===== config.mk =====
export PLATFORM = sky130hd
export DESIGN_NAME = ram_port_arbiter_flat
export DESIGN_NICKNAME = d
export VERILOG_FILES = /design/src/rtl/ram_arb_pkg.sv /design/src/rtl/ram_port_arbiter_if.sv /design/src/rtl/ram_arb_pick.sv /design/src/rtl/ram_port_arbiter.sv /design/src/flat_wrapper.sv
export SDC_FILE = /design/constraint.sdc
export NUM_CORES = 1
export LEC_CHECK = 0
export CAP_MARGIN = 20
export CORE_UTILIZATION = 40
export CTS_BUF_LIST = sky130_fd_sc_hd__clkbuf_2 sky130_fd_sc_hd__clkbuf_4 sky130_fd_sc_hd__clkbuf_8
export DETAILED_ROUTE_END_ITERATION = 8
export PLACE_DENSITY = 0.94
export SLEW_MARGIN = 20
export SYNTH_ARGS = -nofsm -noshare
export SYNTH_HDL_FRONTEND = slang
export SYNTH_SLANG_ARGS = --single-unit

===== constraint.sdc =====
create_clock -name CLK -period 6.9 [get_ports CLK]
set_input_delay 1.38 -clock CLK [delete_from_list [all_inputs] [get_ports CLK]]
set_output_delay 1.38 -clock CLK [all_outputs]
set_load 0.05 [all_outputs]

===== src/rtl/ram_arb_pkg.sv =====
// Shared types and defaults for the RAM port-B arbiter family.
// Owner-state encoding and the read-return tag are reused by every variant.
package ram_arb_pkg;

  localparam int ADDR_W_DEF = 11;
  localparam int DATA_W_DEF = 8;
  localparam int CNT_W      = 4;

  typedef enum logic [1:0] {
    IDLE = 2'b00,
    OWN0 = 2'b01,
    OWN1 = 2'b10
  } owner_e;

  typedef struct packed {
    logic valid;
    logic id;
  } rd_tag_t;

endpackage


===== src/rtl/ram_port_arbiter_if.sv =====
// Bundle of the two requester handshakes and the RAM port-B pins.
// The slave modport is the arbiter's view; master is the requesters plus the RAM.
interface ram_port_arbiter_if import ram_arb_pkg::*; #(
  parameter int ADDR_W = ADDR_W_DEF,
  parameter int DATA_W = DATA_W_DEF
);

  logic              REQ0, REQ1;
  logic              WE0, WE1;
  logic [ADDR_W-1:0] ADDR0, ADDR1;
  logic [DATA_W-1:0] WDATA0, WDATA1;
  logic              GNT0, GNT1;
  logic              RVALID0, RVALID1;
  logic [DATA_W-1:0] RDATA0, RDATA1;
  logic              ENB;
  logic              WEB;
  logic [ADDR_W-1:0] ADDRB;
  logic [DATA_W-1:0] DINB;
  logic [DATA_W-1:0] DOUTB;

  modport slave (
    input  REQ0, REQ1, WE0, WE1, ADDR0, ADDR1, WDATA0, WDATA1, DOUTB,
    output GNT0, GNT1, RVALID0, RVALID1, RDATA0, RDATA1, ENB, WEB, ADDRB, DINB
  );

  modport master (
    output REQ0, REQ1, WE0, WE1, ADDR0, ADDR1, WDATA0, WDATA1, DOUTB,
    input  GNT0, GNT1, RVALID0, RVALID1, RDATA0, RDATA1, ENB, WEB, ADDRB, DINB
  );

endinterface


===== src/rtl/ram_arb_pick.sv =====
// Combinational winner selection for two requesters: round-robin with a
// bounded contended burst, or fixed priority to requester 0.
module ram_arb_pick import ram_arb_pkg::*; #(
  parameter int MAX_BURST = 4,
  parameter int PRIO_MODE = 0
) (
  input  logic             req0,
  input  logic             req1,
  input  owner_e           owner,
  input  logic [CNT_W-1:0] cnt,
  output logic [1:0]       gnt
);

  logic burst_done;

  assign burst_done = (cnt >= CNT_W'(MAX_BURST));

  always_comb begin
    gnt = 2'b00;
    if (PRIO_MODE != 0) begin
      gnt = {req1 & ~req0, req0};
    end else begin
      case (owner)
        OWN0: begin
          if (req0 && !(req1 && burst_done)) gnt = 2'b01;
          else if (req1)                     gnt = 2'b10;
        end
        OWN1: begin
          if (req1 && !(req0 && burst_done)) gnt = 2'b10;
          else if (req0)                     gnt = 2'b01;
        end
        default: begin
          if (req0)      gnt = 2'b01;
          else if (req1) gnt = 2'b10;
        end
      endcase
    end
  end

endmodule


===== src/rtl/ram_port_arbiter.sv =====
// Shares RAM port B between two requesters: owner FSM, registered ENB and a
// two-stage read-tag pipeline that returns data two cycles after the grant.
module ram_port_arbiter import ram_arb_pkg::*; #(
  parameter int ADDR_W    = ADDR_W_DEF,
  parameter int DATA_W    = DATA_W_DEF,
  parameter int MAX_BURST = 4,
  parameter int PRIO_MODE = 0
) (
  input logic               CLK,
  input logic               RSTn,
  ram_port_arbiter_if.slave bus
);

  owner_e            owner_q, owner_d;
  logic [CNT_W-1:0]  cnt_q, cnt_d;
  logic              enb_q, enb_d;
  rd_tag_t           tag_p1_q, tag_p1_d;
  rd_tag_t           tag_p2_q, tag_p2_d;
  logic [DATA_W-1:0] rdata0_q, rdata0_d;
  logic [DATA_W-1:0] rdata1_q, rdata1_d;
  logic [1:0]        pick_gnt, gnt;
  logic              web;
  logic [ADDR_W-1:0] addrb;
  logic [DATA_W-1:0] dinb;

  ram_arb_pick #(
    .MAX_BURST (MAX_BURST),
    .PRIO_MODE (PRIO_MODE)
  ) u_pick (
    .req0  (bus.REQ0),
    .req1  (bus.REQ1),
    .owner (owner_q),
    .cnt   (cnt_q),
    .gnt   (pick_gnt)
  );

  // Grants are suppressed while ENB is low so nothing is issued to a disabled RAM.
  assign gnt = pick_gnt & {2{enb_q}};

  // Stage p0: grant cycle, port B driven combinationally from the winner.
  always_comb begin
    web   = 1'b0;
    addrb = '0;
    dinb  = '0;
    if (gnt[0]) begin
      web   = bus.WE0;
      addrb = bus.ADDR0;
      dinb  = bus.WDATA0;
    end else if (gnt[1]) begin
      web   = bus.WE1;
      addrb = bus.ADDR1;
      dinb  = bus.WDATA1;
    end
  end

  always_comb begin
    owner_d = owner_q;
    cnt_d   = cnt_q;
    enb_d   = 1'b1;
    if (enb_q) begin
      if (gnt[0]) begin
        if (owner_q == OWN0) begin
          if (bus.REQ1 && cnt_q != '1) cnt_d = cnt_q + CNT_W'(1);
        end else begin
          owner_d = OWN0;
          cnt_d   = {{(CNT_W-1){1'b0}}, bus.REQ1};
        end
      end else if (gnt[1]) begin
        if (owner_q == OWN1) begin
          if (bus.REQ0 && cnt_q != '1) cnt_d = cnt_q + CNT_W'(1);
        end else begin
          owner_d = OWN1;
          cnt_d   = {{(CNT_W-1){1'b0}}, bus.REQ0};
        end
      end else begin
        owner_d = IDLE;
        cnt_d   = '0;
      end
    end
  end

  // Stage p1: RAM has the address, DOUTB valid. Stage p2: data registered out.
  always_comb begin
    tag_p1_d.valid = |(gnt & ~{bus.WE1, bus.WE0});
    tag_p1_d.id    = gnt[1];
    tag_p2_d       = tag_p1_q;
    rdata0_d       = rdata0_q;
    rdata1_d       = rdata1_q;
    if (tag_p1_q.valid && !tag_p1_q.id) rdata0_d = bus.DOUTB;
    if (tag_p1_q.valid &&  tag_p1_q.id) rdata1_d = bus.DOUTB;
  end

  always_ff @(posedge CLK) begin
    if (!RSTn) begin
      owner_q  <= IDLE;
      cnt_q    <= '0;
      enb_q    <= 1'b0;
      tag_p1_q <= '0;
      tag_p2_q <= '0;
      rdata0_q <= '0;
      rdata1_q <= '0;
    end else begin
      owner_q  <= owner_d;
      cnt_q    <= cnt_d;
      enb_q    <= enb_d;
      tag_p1_q <= tag_p1_d;
      tag_p2_q <= tag_p2_d;
      rdata0_q <= rdata0_d;
      rdata1_q <= rdata1_d;
    end
  end

  assign bus.GNT0    = gnt[0];
  assign bus.GNT1    = gnt[1];
  assign bus.WEB     = web;
  assign bus.ADDRB   = addrb;
  assign bus.DINB    = dinb;
  assign bus.ENB     = enb_q;
  assign bus.RVALID0 = tag_p2_q.valid & ~tag_p2_q.id;
  assign bus.RVALID1 = tag_p2_q.valid &  tag_p2_q.id;
  assign bus.RDATA0  = rdata0_q;
  assign bus.RDATA1  = rdata1_q;

endmodule


===== src/flat_wrapper.sv =====
// flat-port wrapper written by rule: the top's interface ports become plain ports
module ram_port_arbiter_flat import ram_arb_pkg::*;
#(
  parameter int ADDR_W    = ADDR_W_DEF,
  parameter int DATA_W    = DATA_W_DEF,
  parameter int MAX_BURST = 4,
  parameter int PRIO_MODE = 0
)
  (CLK, RSTn, bus_REQ0, bus_REQ1, bus_WE0, bus_WE1, bus_ADDR0, bus_ADDR1, bus_WDATA0, bus_WDATA1, bus_DOUTB, bus_GNT0, bus_GNT1, bus_RVALID0, bus_RVALID1, bus_RDATA0, bus_RDATA1, bus_ENB, bus_WEB, bus_ADDRB, bus_DINB);
  ram_port_arbiter_if #(.ADDR_W(ADDR_W), .DATA_W(DATA_W)) bus_i ();
  input logic CLK;
  input logic RSTn;
  input wire logic [$bits(bus_i.REQ0)-1:0] bus_REQ0;
  input wire logic [$bits(bus_i.REQ1)-1:0] bus_REQ1;
  input wire logic [$bits(bus_i.WE0)-1:0] bus_WE0;
  input wire logic [$bits(bus_i.WE1)-1:0] bus_WE1;
  input wire logic [$bits(bus_i.ADDR0)-1:0] bus_ADDR0;
  input wire logic [$bits(bus_i.ADDR1)-1:0] bus_ADDR1;
  input wire logic [$bits(bus_i.WDATA0)-1:0] bus_WDATA0;
  input wire logic [$bits(bus_i.WDATA1)-1:0] bus_WDATA1;
  input wire logic [$bits(bus_i.DOUTB)-1:0] bus_DOUTB;
  output wire logic [$bits(bus_i.GNT0)-1:0] bus_GNT0;
  output wire logic [$bits(bus_i.GNT1)-1:0] bus_GNT1;
  output wire logic [$bits(bus_i.RVALID0)-1:0] bus_RVALID0;
  output wire logic [$bits(bus_i.RVALID1)-1:0] bus_RVALID1;
  output wire logic [$bits(bus_i.RDATA0)-1:0] bus_RDATA0;
  output wire logic [$bits(bus_i.RDATA1)-1:0] bus_RDATA1;
  output wire logic [$bits(bus_i.ENB)-1:0] bus_ENB;
  output wire logic [$bits(bus_i.WEB)-1:0] bus_WEB;
  output wire logic [$bits(bus_i.ADDRB)-1:0] bus_ADDRB;
  output wire logic [$bits(bus_i.DINB)-1:0] bus_DINB;
  assign bus_i.REQ0 = bus_REQ0;
  assign bus_i.REQ1 = bus_REQ1;
  assign bus_i.WE0 = bus_WE0;
  assign bus_i.WE1 = bus_WE1;
  assign bus_i.ADDR0 = bus_ADDR0;
  assign bus_i.ADDR1 = bus_ADDR1;
  assign bus_i.WDATA0 = bus_WDATA0;
  assign bus_i.WDATA1 = bus_WDATA1;
  assign bus_i.DOUTB = bus_DOUTB;
  assign bus_GNT0 = bus_i.GNT0;
  assign bus_GNT1 = bus_i.GNT1;
  assign bus_RVALID0 = bus_i.RVALID0;
  assign bus_RVALID1 = bus_i.RVALID1;
  assign bus_RDATA0 = bus_i.RDATA0;
  assign bus_RDATA1 = bus_i.RDATA1;
  assign bus_ENB = bus_i.ENB;
  assign bus_WEB = bus_i.WEB;
  assign bus_ADDRB = bus_i.ADDRB;
  assign bus_DINB = bus_i.DINB;
  ram_port_arbiter #(.ADDR_W(ADDR_W), .DATA_W(DATA_W), .MAX_BURST(MAX_BURST), .PRIO_MODE(PRIO_MODE)) u_core (.CLK(CLK), .RSTn(RSTn), .bus(bus_i));
endmodule

# Yosys cells after proc, flatten, opt, wreduce, memory -nomap -nowiden
# Cells that the tools add are included.
# Widths: inputs -> output; s select.
# totals
regBits,27
output_inout_bits,41
word_cells,61
# classes
addsub,1
n_lt_le_gt_ge,1
eq_ne,7
mux,23
bitwise_logic,6
reduce_logical,14
# op_table
operator,count
$mux 4,6
$mux 11,2
$mux 2,8
$mux 8,2
$logic_and 1x1->1,8
$ne 4x4->1 const B,2
$ne 3x3->1 const B,2
$reduce_and 3->1,2
$add 4x1->4 const B,1
$and 2x2->2,2
$ge 4x3->1 const B,1
$mux 1,4
$pmux 2 s2,1
$logic_not 1->1,3
$and 1x1->1,2
$eq 2x1->1 const B,1
$eq 2x2->1 const B,1
$ne 2x2->1 const B,1
$not 2->2,1
$reduce_or 2->1,1
$not 1->1,1

# Longest topological paths before layout
# Gate-level depths: netlist of run 1.
# depth
ltp_word,9
depth_mapped,9
mapped_depth_nobuf,8

# Modules after synthesis
# From an unflattened synthesis of run 1, not the netlist that was laid out.
# hier_totals
cells_unflattened,170
hier_area_um2,1403.8
# modules_own_cells
module,instances,cells_each,area_per_inst_um2,seq_area_each_um2
ram_port_arbiter,1,156,1300.0,540.5
ram_arb_pick,1,14,103.8,0.0

# Worst setup path after synthesis of run 1
# Ideal clock, no wire load.
# synth_path
kind,input -> output
startpoint,input port bus_REQ0
endpoint,output port bus_ADDRB[8]
arrival_ns,3.244
setup_slack_ns,2.276
cell_stages,6
cell_sequence,inv_1 -> o32ai_2 -> and3_1 -> buf_6 -> clkbuf_1 -> a22o_1
# synth_between
word_cells_on_any_way,12
# synth_lines
item,line,source
start: declaration,flat_wrapper.sv:13,input wire logic [$bits(bus_i.REQ0)-1:0] bus_REQ0;
$logic_and 1x1->1,ram_arb_pick.sv:29,if (req1 && !(req0 && burst_done)) gnt = 2'b10;
$logic_not 1->1,ram_arb_pick.sv:29,
$logic_and 1x1->1,ram_arb_pick.sv:29,
$mux 2,ram_arb_pick.sv:29,
$pmux 2 s2 (*),ram_arb_pick.sv:23,case (owner)
$and 2x2->2 (*),ram_port_arbiter.sv:38,assign gnt = pick_gnt & {2{enb_q}};
named net bus_GNT0,flat_wrapper.sv:22,output wire logic [$bits(bus_i.GNT0)-1:0] bus_GNT0;
$mux 11 (*),ram_port_arbiter.sv:45,if (gnt[0]) begin
end: declaration,flat_wrapper.sv:30,output wire logic [$bits(bus_i.ADDRB)-1:0] bus_ADDRB;
# Mark *: on every way through the listed nets, which the timed path passes. The rest lies on a longest branch.

# Final worst setup path of run 1
# layout_path
startpoint,input port bus_REQ0
endpoint,output port bus_ADDRB[4]
# layout_between
elab_chain_len,8
word_cells_on_any_way,12
# layout_lines
item,line,source
$logic_and 1x1->1,ram_arb_pick.sv:29,
$logic_not 1->1,ram_arb_pick.sv:29,
$logic_and 1x1->1,ram_arb_pick.sv:29,
$mux 2,ram_arb_pick.sv:29,
$pmux 2 s2 (*),ram_arb_pick.sv:23,
$and 2x2->2 (*),ram_port_arbiter.sv:38,
$mux 11,ram_port_arbiter.sv:49,end else if (gnt[1]) begin
$mux 11 (*),ram_port_arbiter.sv:45,
# Mark *: on every way between the ends. The rest lies on a longest branch, timed or not.

==> results of run 1 <==
-- metrics by stage --
stage / instances / cell area (µm²) / power, mW / setup WS, ns
after floorplan: 178 / 1440 / 0.250 / 2.28
after global placement: 304 / 2350 / 0.308 / 1.31
after detailed placement: 304 / 2350 / 0.310 / 1.28
after CTS: 308 / 2380 / 0.374 / 1.27
after global routing: 308 / 2380 / 0.390 / 1.03
final: 308 / 2380 / 0.372 / 1.25
-- power by group through the flow --
stage	registers [mW]	logic (mW)	clock network, mW
3_3_place_gp	0.166	0.141	0
2_1_floorplan	0.172	0.0780	0
5_1_grt	0.164	0.152	0.0748
3_5_place_dp	0.167	0.143	0
6_report	0.163	0.143	0.0652
4_1_cts	0.163	0.144	0.0673
-- registers in the layout, indices dropped and copies added, names as in the netlist --
| name | cells |
|---|---|
| u_core.tag_p1_q | 2 |
| u_core.bus.RDATA0 | 8 |
| u_core.owner_q | 2 |
| u_core.cnt_q | 4 |
| u_core.tag_p2_q | 2 |
| u_core.bus.RDATA1 | 8 |
| u_core.bus.ENB | 1 |
-- layout by cell type, fill, tap and decap left out, types with 2 or more instances in the layout --
cell type	Yosys	final
clkdlybuf4s50_1	0	92
nand2_1	31	31
dfxtp_1	27	27
a22o_1	20	20
a21oi_1	19	19
nand3_1	14	14
inv_1	9	9
nor2_1	6	6
and2_1	5	5
nand2b_1	3	3
a31oi_1	3	3
ha_1	3	3
clkbuf_4	0	3
o21ai_0	2	2
nand4_1	2	2
nor2b_1	2	2
o22ai_1	2	2
-- critical path: stages --
cell	delay, ns
clkdlybuf4s50_1	0.47
nand2b_1	0.23
o21ai_0	0.15
nand4_1	0.35
nor2_1	0.42
buf_4	0.29
a22o_1	0.16
clkdlybuf4s50_1	0.80
-- metal layers --
layer  vias to the layer above  GRT usage (%)
met3                         0           6.00
li1                        805              -
met1                       741           25.4
met4                         0           2.86
met2                        63           38.2
met5                         -              0
-- cells in the mapped netlist, types with 2 or more instances --
cell type  count  area, µm²
a21oi_1       19       95.1
inv_1          9       33.8
o22ai_1        2       12.5
ha_1           3       37.5
dfxtp_1       27        541
nand2_1       31        116
and2_1         5       31.3
nor2_1         6       22.5
nand3_1       14       70.1
nand4_1        2       12.5
a22o_1        20        175
nand2b_1       3       18.8
a31oi_1        3       18.8
nor2b_1        2       12.5
clkbuf_1       9       33.8
buf_6          2       22.5
o21ai_0        2       10.0
buf_2          2       10.0
-- kinds of logic (layout without fill, tap and decap cells) --
| kind of cell | count (synthesis) | in the layout | share of synthesized area [%] |
|---|---|---|---|
| adders and majority gates | 3 | 3 | 2.62 |
| buffers and inverters | 23 | 107 | 7.24 |
| DFF | 27 | 27 | 37.7 |
| and+or+nand+nor | 69 | 69 | 23.4 |
| muxes | 1 | 1 | 0.697 |
| AOI/OAI and AO/OA | 55 | 55 | 28.4 |
-- layout make-up --
| cell class | count | area [µm²] |
|---|---|---|
| fill | 261 | 1010 |
| sequential | 27 | 541 |
| tap | 46 | 57.6 |
| inverter | 10 | 37.5 |
| timing repair buffer | 93 | 928 |
| multi-input combinational | 128 | 791 |
| clock buffer | 3 | 22.5 |
| clock inverter | 1 | 5.00 |
-- path summary, 6_finish.rpt --
path,startpoint,to,slack (ns),depth (start not counted)
worst min register to register,u_core.bus.RDATA1[2],u_core.bus.RDATA1[2],0.46,2
worst min-delay path,u_core.bus.RDATA1[2],u_core.bus.RDATA1[2],0.46,2
worst max-delay path,bus_REQ0,bus_ADDRB[4],1.25,8
worst max register to register,u_core.owner_q[1],u_core.cnt_q[0],4.31,8
==> impl_metrics.toml, run 1 <==
[status]
status = "finished clean"

[placed_design]
place.detailed.hpwl_mm = 3.29
globalplace.congestion = 0.934
portBuffers = 92

[logic_synthesis]
synth.net_count = 233
synth_seq_cells = 27
avgSynthCellArea_um2 = 8.06
synthFlopType = "dfxtp_1"
synth_area_um2 = 1440
ys_seq_area_share_pct = 37.7
synth_cell_types = 35
syn_inst = 178
synthArstFlopShare_pct = 0
yosys_warnings = 0
synth_edf_count = 0

[clock_network]
cts_tree = "built"
clockRootBuffer = "clkbuf_4"
cts_inserted_buffers = 3
hold_buffers = 0
post_cts_buffers = 0
insertion_delay_ns = 0.31
htree_levels = 1
cts_buffer_depth = 2
path_clk_slew_ns = 0.13
cts_repair_resize_count = 0
cts.sinks = 27

[sta]
timing.final.crit_period_ns = 5.65
slew_violations = 0
clock_skew_ns = 0.00324
maxSlewHeadroom_pct = 41.2
final.setup.tns_ns = 0
setup_viol_count_final = 0
period_share_pct = 81.8
rsz0062_at_grt = "false"
hold_violations = 0
whs_ns = 0.464
fmax_mhz = 177
tightestPinTransition_ns = 0.882

[global_route]
antenna_found_initial = 0
grt_pass1_vias = 1394
grt_first_pass_wirelength_mm = 6.09
grt_usage_pct = 21.1
overflow = 0
grt_max_degree = 25

[detailed_routing]
wl_met2_mm = 2.22
via_count = 1609
drtIter0Drc = 76
firstDrtPassIters = 4
routed_wl_mm = 4.10
drc = 0
vias_per_cell = 5.22
drt-wirelength-per-cell_um = 13.3
wirelength_met1_mm = 1.61
top_layer = "met3"
ant_nets = 0
dr_wl_met3_um = 279

[floorplan]
ios = 93
row_count = 21
die_area_um2 = 3830
start_util_pct = 42.3
dieHeight_um = 61.9
die_x_um = 61.9
core_um2 = 3390

[power]
swShare_pct = 34.4
powerDensity_nw_per_um2 = 156
p_comb_share_pct = 38.6
p_sw_uw = 128
p_seq_share_pct = 43.9
internal_power_uw = 244
ir_drop_mv = 0.0766
p_clk_share_pct = 17.5
p_leak_nw = 0.855

[layout]
syn2layout_area_growth_pct = 66.0
final_util_pct = 70.3
layout-drive-gt1-share_pct = 3.44
nets = 318
num_antenna_cells = 0

[setup_path]
start_kind = "primary input"
arrival_ns = 4.27
cp_max_fo = 17
cp-end-kind = "output port"
worstSetupPathType = "in2out"
cp.required_ns = 5.52

[flow_run]
cap_violations = 0

[min_path]
hold_class = "reg2reg"
(Power assumes the default switching activity.)
==> run 2, diff against run 1 <==
--- a/config.mk
+++ b/config.mk
@@ -6,10 +6,10 @@
 export NUM_CORES = 1
 export LEC_CHECK = 0
 export CAP_MARGIN = 20
-export CORE_UTILIZATION = 40
+export CORE_UTILIZATION = 34
 export CTS_BUF_LIST = sky130_fd_sc_hd__clkbuf_2 sky130_fd_sc_hd__clkbuf_4 sky130_fd_sc_hd__clkbuf_8
 export DETAILED_ROUTE_END_ITERATION = 8
-export PLACE_DENSITY = 0.94
+export PLACE_DENSITY = 0.85
 export SLEW_MARGIN = 20
 export SYNTH_ARGS = -nofsm -noshare
 export SYNTH_HDL_FRONTEND = slang
==> constraint.sdc (replaced) <==
create_clock -name CLK -period 4.95 [get_ports CLK]
set_input_delay 0.99 -clock CLK [delete_from_list [all_inputs] [get_ports CLK]]
set_output_delay 0.99 -clock CLK [all_outputs]
set_load 0.05 [all_outputs]
==> run 2 against run 1 <==
  * First-iteration DRC count decreased by 3.9%
  * Clock power is 96% higher
  * Worst setup slack worse by 0.38 ns
  * Critical path depth decreased by 2
  * Utilization fell by 5.3 points
  * Via count grew 2.5%
  * Sequential share of layout area decreased by 2.0 points
  * Final cell count is 1.6% higher
  * Die area is 17% higher
  * Design area increased by 9.8%
  * Count of clock-buffer cells in the layout grew 1
  * Register-to-register slack got worse by 1.7 ns
  * Critical endpoint is now bus_GNT1
==> impl_metrics.toml, run 2 (synthesis results as in run 1) <==
[setup_path]
r2r-start = "u_core.owner_q[0]"
ff2ff_path_depth = 9
cp-end-kind = "output port"
cp.depth = 6
cp.required_ns = 3.96
cp.buffers_inverters = 3
cp_common_cell = "clkdlybuf4s50_1"
r2r_end = "u_core.cnt_q[3]"
cp_top_family = "buffers and inverters"
cp_max_fo = 6
start_kind = "primary input"
worstSetupPathType = "in2out"
reg2reg_slack_ns = 2.64
critPathSlowestCell = "clkdlybuf4s50_1"
arrival_ns = 3.09
crit_path_cell_trace = "clkdlybuf4s50_1 -> nand2b_1 -> o21ai_0 -> nand4_1 -> inv_1 -> clkdlybuf4s50_1"
crit_path_max_incr_delay_ns = 0.82

[detailed_routing]
via_count = 1650
ant_nets = 0
firstDrtPassIters = 4
vias_per_cell = 5.27
routed_wl_mm = 4.31
drc = 0
drtIter0Drc = 73
drt-wirelength-per-cell_um = 13.8

[global_route]
grt_first_pass_wirelength_mm = 6.86
grt_usage_pct = 20.0
grt_max_degree = 24
overflow = 0
grt_pass1_vias = 1547
antenna_found_initial = 0

[clock_network]
hold_buffers = 0
cts_repair_resize_count = 0
cts_inserted_buffers = 3
post_cts_buffers = 0
htree_levels = 1
insertion_delay_ns = 0.27
cts_buffer_depth = 2
clockRootBuffer = "clkbuf_8"
cts_tree = "built"
path_clk_slew_ns = 0.09
cts.sinks = 27

[placed_design]
dpl_cell_area_um2 = 2570
portBuffers = 92
globalplace.congestion = 0.975
dp.cells = 309
pre_cts_ws_ns = 0.876
place.detailed.hpwl_mm = 3.38

[sta]
clock_skew_ns = 0.00426
final.setup.tns_ns = 0
hold_violations = 0
setup_ws_ns = 0.874
fmax_mhz = 245
rsz0062_at_grt = "false"
maxSlewHeadroom_pct = 56.4
timing.final.crit_period_ns = 4.08
tightestPinTransition_ns = 0.653
period_share_pct = 82.4
setup_viol_count_final = 0
slew_violations = 0

[floorplan]
ios = 93
row_count = 23
die_area_um2 = 4480
dieHeight_um = 67.0
start_util_pct = 35.6
die_x_um = 67.0
core_um2 = 4030

[layout]
final_util_pct = 64.9
nets = 319
final_common_cell = "clkdlybuf4s50_1"
design_area_um2 = 2620
num_antenna_cells = 0
layout_common_cells = "clkdlybuf4s50_1 (72), nand2_1 (31), dfxtp_1 (27)"
syn2layout_area_growth_pct = 82.3
fin_cells = 313
layout-drive-gt1-share_pct = 11.4

[flow_run]
cap_violations = 0

[min_path]
hold_class = "reg2reg"
min_to = "u_core.bus.RDATA0[3]"
holdPathStages = 2
min-delay-start = "u_core.bus.RDATA0[3]"

[status]
status = "finished clean"

[power]
ir_drop_mv = 0.119
p_leak_nw = 0.967
powerDensity_nw_per_um2 = 227
run 2: cell count changes in the layout (fill, tap and decap cells not counted), sizes merged:
cell / previous run / this run
buf: 1 / 22
clkinv: 1 / 0
clkbuf: 3 / 4
clkdlybuf4s50: 92 / 72
run 2: metal layers:
metal  vias to the layer above  share of wire [%]  global-route usage [%]
met5                         -                  0                       0
met4                         0                1.7                    7.18
met3                         7                7.7                    4.97
met2                        73                 52                    36.6
met1                       759                 38                    22.1
li1                        811                  -                       -
run 2: layout make-up:
type,instances,area [µm²]
repair buffers,94,1140
multi-input cells,128,791
clock buffers,4,48.8
inverters,10,37.5
flip-flops and latches,27,541
fillers,334,1410
well taps,50,62.6
run 2: per-stage QoR:
stage | power (mW) | hold WS [ns]
after floorplan | 0.349 | 0.456
after global placement | 0.468 | 0.442
after detailed placement | 0.470 | 0.448
after CTS | 0.596 | 0.457
after global routing | 0.617 | 0.483
final | 0.594 | 0.457
run 2: power breakdown:
part	switching (mW)	leakage, nW	internal [mW]	total, mW
clock network	0.0650	0.0262	0.0632	0.128
registers	0.00489	0.219	0.222	0.227
logic	0.121	0.722	0.117	0.238
total	0.191	0.967	0.403	0.594
run 2: worst register-to-register path, cell delays in order, from the launching register on:
cell and delay [ns]:
dfxtp_1 0.36, inv_1 0.05, ha_1 0.34, nor4b_2 0.25
o32ai_2 0.14, and3_1 0.20, buf_4 0.22, o31ai_4 0.37
nand3_1 0.13, a31oi_1 0.17
run 2: worst max path at each step:
stage               slack (ns)      endpoint      from
detailed placement        0.88      bus_GNT1  bus_REQ0
floorplan                 1.11  bus_ADDRB[8]  bus_REQ0
finish                    0.87      bus_GNT1  bus_REQ0
global placement          0.93      bus_GNT1  bus_REQ0
global route              0.71      bus_GNT1  bus_REQ0
CTS                       0.87      bus_GNT1  bus_REQ0
